**src/rtl/zrle_decoder.sv**
```systemverilog
// zrle_decoder: zero-run-length decoder.
// Input tokens are either literal bytes or zero-run codes. A run code N
// expands to N+1 zero bytes. Codes above MAX_RUN are clamped to MAX_RUN.
//
// Ports:
//   clk        - clock, all state updates on the rising edge
//   rst        - asynchronous active-high reset
//   in_valid   - input token present
//   in_ready   - decoder accepts the token this cycle
//   in_is_run  - 0: literal byte token, 1: zero-run token
//   in_data    - literal byte value or run code N
//   out_valid  - out_data holds a valid byte
//   out_ready  - sink consumes out_data this cycle
//   out_data   - decoded byte stream
//   out_zero   - out_valid and out_data is 8'h00
//   busy       - decoder is not idle
module zrle_decoder #(
    parameter int MAX_RUN = 255
) (
    input  logic       clk,
    input  logic       rst,
    input  logic       in_valid,
    output logic       in_ready,
    input  logic       in_is_run,
    input  logic [7:0] in_data,
    output logic       out_valid,
    input  logic       out_ready,
    output logic [7:0] out_data,
    output logic       out_zero,
    output logic       busy
);

    localparam logic [7:0] MAX_CODE = 8'(MAX_RUN);

    typedef enum logic [1:0] {
        IDLE = 2'd0,
        LIT  = 2'd1,
        RUN  = 2'd2
    } state_t;

    state_t     state;
    state_t     state_nxt;
    logic [7:0] remaining;
    // Cleared by reset, set on the first clock edge afterwards, so in_ready
    // stays low until the decoder has seen a clean edge out of reset.
    logic       armed;

    logic       consume;
    logic       last_byte;
    logic       accept;

    function automatic logic [7:0] clamp_run(input logic [7:0] code);
        return (code > MAX_CODE) ? MAX_CODE : code;
    endfunction

    // Handshake decode. A byte is final in LIT always, and in RUN once the
    // remaining counter has reached zero.
    always_comb begin
        consume   = out_valid && out_ready;
        last_byte = consume && ((state == LIT) ||
                                ((state == RUN) && (remaining == 8'd0)));
        accept    = in_valid && in_ready;
    end

    // State register
    always_ff @(posedge clk or posedge rst) begin
        if (rst) begin
            state <= IDLE;
            armed <= 1'b0;
        end else begin
            state <= state_nxt;
            armed <= 1'b1;
        end
    end

    // Next-state logic
    always_comb begin
        state_nxt = state;
        case (state)
            IDLE: begin
                if (accept) begin
                    state_nxt = in_is_run ? RUN : LIT;
                end
            end
            LIT, RUN: begin
                if (last_byte) begin
                    if (accept) begin
                        state_nxt = in_is_run ? RUN : LIT;
                    end else begin
                        state_nxt = IDLE;
                    end
                end
            end
            default: state_nxt = IDLE;
        endcase
    end

    // Output logic
    always_comb begin
        out_valid = (state != IDLE);
        busy      = (state != IDLE);
        in_ready  = armed && ((state == IDLE) || last_byte);
        out_zero  = out_valid && (out_data == 8'h00);
    end

    // Output byte and run counter. Both hold while the sink stalls because
    // they only change on an accepted token or a consumed run byte.
    always_ff @(posedge clk or posedge rst) begin
        if (rst) begin
            out_data  <= 8'h00;
            remaining <= 8'd0;
        end else if (accept) begin
            out_data  <= in_is_run ? 8'h00 : in_data;
            remaining <= in_is_run ? clamp_run(in_data) : 8'd0;
        end else if (consume && (state == RUN) && (remaining != 8'd0)) begin
            remaining <= remaining - 8'd1;
        end
    end

endmodule

```
**config.mk**
```make
export PLATFORM = sky130hd
export DESIGN_NAME = zrle_decoder
export DESIGN_NICKNAME = d
export VERILOG_FILES = /design/src/rtl/zrle_decoder.sv
export SDC_FILE = /design/constraint.sdc
export NUM_CORES = 1
export LEC_CHECK = 0
export CAP_MARGIN = 5
export CORE_UTILIZATION = 32
export DETAILED_ROUTE_END_ITERATION = 16
export DONT_BUFFER_PORTS = 1
export HOLD_SLACK_MARGIN = 0.08
export PLACE_DENSITY = 0.53
export SLEW_MARGIN = 20
export SYNTH_ARGS = -nofsm -noshare
export SYNTH_HDL_FRONTEND = slang
export SYNTH_SLANG_ARGS = --single-unit
```
**constraint.sdc**
```tcl
create_clock -name clk -period 2.1 [get_ports clk]
set_input_delay 0.42 -clock clk [delete_from_list [all_inputs] [get_ports clk]]
set_output_delay 0.42 -clock clk [all_outputs]
set_load 0.005 [all_outputs]
```
==> reports/qor.yml, run 1 <==
clock_latency_ps: 250
cts_buffer_depth: 2
cap_viol_max_count: 0
row_count: 21
die_x_um: 63.49
postRouteAntennaNets: 0
vias: 953
fmax_ghz: 0.4942
critPathKind: "register to output pin"
routedWlPerCell_um: 15.49
crit_arrival_ps: 1600
ys_warn_count: 0
num_io_pins: 25
synth_area_leaders: "dfrtp_1 (39%), ha_1 (6.2%), mux2i_1 (5.8%)"
hold_buffers: 0
gp_congestion: 0.8518
antenna_found_initial: 0
place_area_um2: 1266
drt_iter0_drc: 24
gr-usage-met1: 0.1859
track_usage: 0.1400
worstPathMaxFanout: 7
synth_edf_count: 0
pre_cts_ws_ps: 106.5
die_h_um: 63.49
cp-end-kind: "output pin"
grt_pass1_wl_um: 4395
start_kind: "register"
overflow: 0
numCtsBuffers: 3
setup_slack_ps: 76.37
powerDensity_nw_per_um2: 1304
vdd_drop_max_v: 0.0005013
h-tree-depth: 1
rsz0062_at_grt: "no"
cts.root.buffer_cell: "clkbuf_8"
hold_class: "primary input to async pin"
yosys.area.top_type: "dfrtp_1"
grt_max_degree: 20
grt_pass1_vias: 913
status: "finished clean"
fin_skew_ps: 5.409
grt.met3_usage: 0.03623
die_area_um2: 4031
routed_via_density: 5.384
postSynthAreaPerCell_um2: 9.837
synth.most_common_cell: "dfrtp_1"
synthCells: 123
setup_viol: 0
grt.busiest_layer: "met2"
cts_tree: "built"
yosys_most_used_dff: "dfrtp_1"
portBuffers: 0
period_share: 0.9636
ys_seq_elements: 19
slowest_stage: "dfrtp_1"
synthDistinctLibCells: 42
finalCriticalPeriod_ps: 2024
synth_common_cells: "dfrtp_1 (19), inv_1 (15), nand2_1 (12)"
first_pass_iters: 4
async_flop_share: 1.000
path_cells: "inv_1 -> ha_2 -> and3b_1 -> a31oi_4 -> nor2b_1"
required_ps: 1680
start_util: 0.3488
met2_usage: 0.2168
detail_route.wirelength_um: 2742
ys_seq_area_frac: 0.3930
cts_sinks: 19
diodes: 0
tightest_slew_ps: 714.1
post-route-util: 0.3961
synth_top_area_frac: 0.3930
clk_pin_slew_ps: 70
syn-num-nets: 142
netlist_area_um2: 1210
power_leakage_nw: 0.5958
syn_to_final_growth_pct: 13.55
relSlewSlack: 0.5234
core_um2: 3468
route.detailed.drc: 0
setup_tns_ps: 0
place_hpwl_um: 2015
final_area_um2: 1374
cp_top_family: "flip-flops"
layout.nets: 151
final_max_slew_viol_count: 0
cp_num_buf_inv: 1
slowest_delay_ps: 420
hold_viol_final: 0
drive_above_1_share: 0.1679
## cell usage in the layout, fill, tap and decap left out, types with 2 or more instances in the layout
master	synthesis	final
nor2b_1	2	2
inv_1	15	15
clkbuf_8	0	3
mux2i_1	7	7
nand2_1	12	12
nor4_1	2	2
o21ai_0	9	9
a21oi_1	2	2
nor2_1	2	2
xnor2_1	4	4
ha_1	6	5
dfrtp_1	19	19
a2111oi_0	3	3
buf_4	1	11
o41ai_1	8	8
## layout make-up
| class | instances | area (µm²) |
|---|---|---|
| Multi-Input combinational cell | 82 | 656.9 |
| Inverter | 15 | 56.30 |
| Timing Repair Buffer | 11 | 82.58 |
| Fill cell | 378 | 2095 |
| Tap cell | 46 | 57.56 |
| Sequential cell | 19 | 475.5 |
| Clock buffer | 4 | 45.04 |
## through the flow
step / std cells / hold WS, ps / power, W
floorplan: 123 / 371.1 / 0.001231
global placement: 167 / 460.2 / 0.001392
detailed placement: 167 / 473.8 / 0.001413
CTS: 171 / 198.2 / 0.001705
global route: 177 / 234.5 / 0.001914
finish: 177 / 169.1 / 0.001792
## where the power goes
group | internal [W] | switching (W) | total, W
Clock | 0.000135 | 0.000112 | 0.000247
Combinational | 0.000432 | 0.000424 | 0.000857
Sequential | 0.000509 | 0.000179 | 0.000688
## repair_timing
action / 4_1_cts / 5_1_grt
setup endpoints to repair: 1 / 1
pin swaps: 1 / 1
setup buffers: 0 / 6
endpoints found under the hold margin: 0 / 0
resized for setup: 2 / 1
## registers in the layout, indices dropped and copies added, names as in the netlist
| name | flops |
|---|---|
| armed | 1 |
| out_data | 8 |
| state | 2 |
| remaining | 8 |
## logic make-up after synthesis
logic type	Yosys count	share of synthesized area
flops	19	0.3930
other cells	1	0.003099
compound gates	32	0.2006
fa+ha+maj	6	0.06205
simple gates	30	0.1593
xor+xnor	5	0.03619
buf+inv	22	0.07858
mux	8	0.06722
## path summary, 6_finish.rpt
check / startpoint / to / depth (start not counted) / slack (ps)
worst min register to register: out_data[6] / out_data[6] / 2 / 580
max in group asynchronous: rst / remaining[6] / 1 / 1480
min in group clk: in_is_run / state[0] / 1 / 250
worst min-delay path: rst / remaining[5] / 1 / 170
worst max-delay path: state[1] / in_ready / 5 / 80
worst max register to register: state[0] / remaining[7] / 6 / 110
## routing by layer
layer / part of all wire / vias to the layer above / wire (µm)
met1: 0.46 / 462 / 1255
li1: - / 456 / -
met5: 0 / - / 0
met3: 0.055 / 4 / 151
met2: 0.48 / 31 / 1305
met4: 0.011 / 0 / 29
No activity file was read; power rests on OpenSTA's default activity.
==> inputs of run 2 (changes only) <==
CORE_UTILIZATION = 45   (was 32)
PLACE_DENSITY = 0.68   (was 0.53)
==> reports/qor.yml, run 2 (synthesis results as in run 1) <==
postRouteAntennaNets: 0  # unchanged
whs_ps: 118.1  # -50.96 ps
final_common_cell: "dfrtp_1"
vias: 947  # -0.63%
cts.root.buffer_cell: "clkbuf_4"
portBuffers: 0  # unchanged
hold_buffers: 0  # unchanged
vdd_drop_max_v: 0.0008047  # +61%
drive_above_1_share: 0.2406  # +0.07266
finalCriticalPeriod_ps: 2114  # +90.36 ps
clock_latency_ps: 300  # +50 ps
setup_viol: 1  # +1
slowest_stage: "or4b_4"
die_x_um: 53.85  # -15%
final_max_slew_viol_count: 0  # unchanged
grt_max_degree: 20  # unchanged
hold_class: "primary input to async pin"
setup_tns_ps: -13.99  # -13.99 ps
numCtsBuffers: 3  # unchanged
fmax_ghz: 0.4730  # -4.3%
setup_slack_ps: -13.99  # -90.36 ps
row_count: 18  # -14%
routedWlPerCell_um: 16.72  # +7.9%
antenna_found_initial: 0  # unchanged
die_h_um: 53.85  # -15%
pre_cts_ws_ps: 67.13  # -39.37 ps
drt_iter0_drc: 23  # -4.2%
tightest_slew_ps: 723.1  # +8.953 ps
instances_no_fill: 163  # -7.9%
reg_top3: "out_data x8, remaining x8, state x2"
grt_pass1_wl_um: 4222  # -3.9%
cts_sinks: 19  # unchanged
grt_pass1_vias: 935  # +2.4%
cts_tree: "built"
start_kind: "register"
path_cells: "inv_2 -> ha_4 -> or4b_4 -> a2111o_1 -> o31a_1 -> a2bb2oi_2"
cp-end-kind: "register"
overflow: 0  # unchanged
cap_viol_max_count: 0  # unchanged
die_area_um2: 2900  # -28%
clk_pin_slew_ps: 110  # +40 ps
route.detailed.drc: 0  # unchanged
status: "finished with violations"
cp_top_family: "compound AO/OA/AOI/OAI gates"
violations: "setup timing"
first_pass_iters: 4  # unchanged
core_um2: 2500  # -28%
cts_buffer_depth: 2  # unchanged
start_util: 0.4840  # +0.1351
place_hpwl_um: 1880  # -6.7%
h-tree-depth: 1  # unchanged
required_ps: 2280  # +600 ps
track_usage: 0.2064  # +0.06640
power_leakage_nw: 0.6043  # +1.4%
cp_num_buf_inv: 1  # unchanged
post-route-util: 0.5536  # +0.1574
layout.nets: 153  # +1.3%
relSlewSlack: 0.5174  # -0.005975
num_io_pins: 25  # unchanged
fillers: 213  # -44%
critPathKind: "register to register"
powerDensity_nw_per_um2: 1266  # -2.9%
crit_arrival_ps: 2290  # +690 ps
final_cell_mix: "dfrtp_1 (19), inv_1 (14), buf_4 (13)"
detail_route.wirelength_um: 2725  # -0.62%
slowest_delay_ps: 450  # +30 ps
routed_via_density: 5.810  # +7.9%
hold_viol_final: 0  # unchanged
diodes: 0  # unchanged
fin_skew_ps: 10.79  # +5.382 ps
post-place-cells: 149  # -11%
gp_congestion: 0.8215  # -3.6%
period_share: 1.007  # +0.04303
worstPathMaxFanout: 4  # -3
syn_to_final_growth_pct: 14.37
## run 2: cell types whose count changed in the layout (fill, tap and decap cells not counted), sizes merged
cell and delta:
buf +2, clkbuf -1, clkinv +1
## run 2: stage by stage
stage	power (W)	area, µm²
floorplan	0.001231	1210
global placement	0.001343	1231
detailed placement	0.001383	1231
CTS	0.001646	1289
global route	0.001878	1384
finish	0.001751	1384
## run 2: per-layer routing
metal	share of wire	global-route usage	vias up
li1	-	-	461
met1	0.44	0.2584	459
met2	0.50	0.3292	23
met3	0.044	0.05367	4
met4	0.012	0.09649	0
met5	0	0	-
## run 2: cell type report
cell class / count / area (µm²) / area share
clock buffers: 3 / 22.52 / 0.01627
clock inverters: 1 / 5.005 / 0.003617
inverters: 15 / 56.30 / 0.04069
multi-input cells: 82 / 689.4 / 0.4982
flip-flops and latches: 19 / 475.5 / 0.3436
well taps: 30 / 37.54 / 0.02712
repair buffers: 13 / 97.59 / 0.07052
## run 2: worst register-to-register path, cell delays in order (launching register included)
cell	delay [ps]
dfrtp_1	440
inv_2	100
ha_4	140
or4b_4	450
a2111o_1	410
o31a_1	320
a2bb2oi_2	150
## run 2: worst paths after layout
kind	start	end	slack, ps	cells past startpoint
worst max-delay path	state[0]	remaining[7]	-10	6
worst min-delay path	rst	out_data[5]	120	1
worst max register to register	state[0]	remaining[7]	-10	6
worst min register to register	state[1]	state[1]	560	1
max in group asynchronous	rst	out_data[6]	1520	1
min in group clk	in_is_run	state[0]	200	1
## run 2: where the power goes
group          internal [W]  total (W)  switching [W]
sequential         0.000507   0.000685       0.000178
combinational      0.000443   0.000886       0.000443
clock             0.0000709   0.000180       0.000110
total               0.00102    0.00175       0.000730
## run 2: repair_timing
| item | in CTS | in global routing |
|---|---|---|
| endpoints found under the hold margin | 0 | 0 |
| gates resized for setup | 2 | 9 |
| buffers inserted | 2 | 8 |
| endpoints found under the setup margin | 1 | 2 |
| pin swaps | 1 | 5 |
==> inputs of run 3 (changes only) <==
ABC_CLOCK_PERIOD_IN_PS = 2100   (was unset)
==> results of run 3 <==
No change in the layout: final DEF, timing and power equal those of run 2.
==> RTL change (flow settings as in run 2) <==
`MAX_RUN`: 255 -> 191.
--- a/src/rtl/zrle_decoder.sv
+++ b/src/rtl/zrle_decoder.sv
@@ -17,3 +17,3 @@
 module zrle_decoder #(
-    parameter int MAX_RUN = 255
+    parameter int MAX_RUN = 191
 ) (
Formal check against the unedited RTL: no difference found for any inputs over 10 cycles, from zero or initial values and one cycle with rst high; that may be too few to reach the edited logic, so the function may still have changed.
==> RTL change against run 2 <==
The run still ends with setup timing left; first-iteration DRC count increased by 30%; sequential share of layout area fell by 3.9 points; cell area up 13%; sequential power fell by 6.7%; hold slack worse by 0.0062 ns; area after synthesis rose by 5.5%; core utilization rose by 5.5 points; final cell count up 16%; wire length increased by 28%; worst setup slack worse by 0.14 ns; power is 12% higher; sequential cell count unchanged; largest power group unchanged.
==> RTL change: results (changes against run 2) <==
| Metric | Value |
|---|---|
| Status | finished, violations left |
| Violated checks | setup timing |
| Final WS setup | -0.1545 ns (-0.1405 ns) |
| Slew headroom | 50.81% (-0.94 points) |
| Setup-failing EPs final | 3 (+2) |
| Worst-path cell with the longest stage delay | dfrtp_1 |
| Setup Slack @ Placement | 0.04760 ns (-0.01953 ns) |
| Mapped Avg Cell Area | 9.181 um^2 (-6.7%) |
| Post-synthesis cell type count | 46 (+9.5%) |
| Total GRT Usage | 23.07% (+2.4 points) |
| Placed cell count | 173 (+16%) |
| Register area share after synthesis | 37.25% (-2.0 points) |
| Critical path data arrival time | 1.83 ns (-0.46 ns) |
| Pleak | 0.0007036 uW (+16%) |
| Initial DRC count | 30 (+30%) |
| CP top delay family | simple AND/OR/NAND/NOR gates |
| Clock skew | 0.01356 ns (+0.002768 ns) |
| Reg2Reg Setup Slack | -0.05 ns (-0.04 ns) |
| First-pass GRT wire length | 5.506 mm (+30%) |
| Final wirelength | 3.483 mm (+28%) |
| Detailed-route via count | 1,164 (+23%) |
| Syn nets | 158 (+11%) |
| Placed Area | 1359 um^2 (+10%) |
| Max incr delay on CP | 0.40 ns (-0.05 ns) |
| R2r endpoint | remaining[6]$_DFFE_PP0P_ |
| Most frequent cells after synthesis | dfrtp_1, inv_1, o21ai_0, o41ai_1 |
| Vias per Instance | 6.159 (+6.0%) |
| Hold slack final | 0.1119 ns (-0.006161 ns) |
| Filler Cell Count | 233 (+9.4%) |
| R2R depth | 7 (+1) |
| CP endpoint | in_ready |
## RTL change: cell types whose count changed after synthesis, sizes merged, moves of 3 or more
cell / run 2 / this run
nand2: 12 / 7
nor2: 3 / 8
nor3: 0 / 4
a221o: 0 / 3
and2: 0 / 3
o21ai: 9 / 12
xnor2: 4 / 1
## RTL change: kinds of logic after synthesis
| kind of cell | share of synthesized area, % |
|---|---|
| AO/OA/AOI/OAI | 24.02 |
| AND/OR/NAND/NOR | 18.34 |
| multiplexers | 3.922 |
| buffers and inverters | 8.235 |
| flip-flops | 37.26 |
| XOR/XNOR | 2.059 |
| other | 0.2938 |
| adder cells (fa/ha/maj) | 5.882 |
## RTL change: final cells by class
type | instances | area (um^2) | area share (%)
well taps | 30 | 37.54 | 2.402
repair buffers | 24 | 186.4 | 11.93
multi-input cells | 96 | 777.0 | 49.72
flip-flops and latches | 19 | 475.5 | 30.42
inverters | 16 | 60.06 | 3.843
clock buffers | 4 | 26.28 | 1.681
## RTL change: per-layer routing
metal	share of wire, %	vias to the layer above	GRT usage [%]	wire [um]
met1	44	559	29.24	1529
met2	49	42	37.87	1706
li1	-	555	-	-
met3	5.0	8	4.450	173
met4	2.1	0	10.71	74
met5	0	-	0	0
## RTL change: power by group
group          internal (uW)  leakage (uW)  switching (uW)
clock                   74.1     0.0000150             112
combinational            558      0.000447             583
sequential               503      0.000242             136
total                   1130      0.000704             831
## RTL change: repair_timing
item / in CTS / in global routing
setup buffers: 7 / 3
gates cloned: 0 / 2
pin swaps: 1 / 4
endpoints found under the setup margin: 1 / 16
gates resized for setup: 5 / 17
## RTL change: worst reg2reg max path: stages, from the launching register on
cell and delay, ns:
dfrtp_1 0.40, inv_2 0.09, ha_4 0.14, or3b_4 0.39
buf_6 0.14, o31a_1 0.30, or4_4 0.50, a2bb2oi_2 0.12
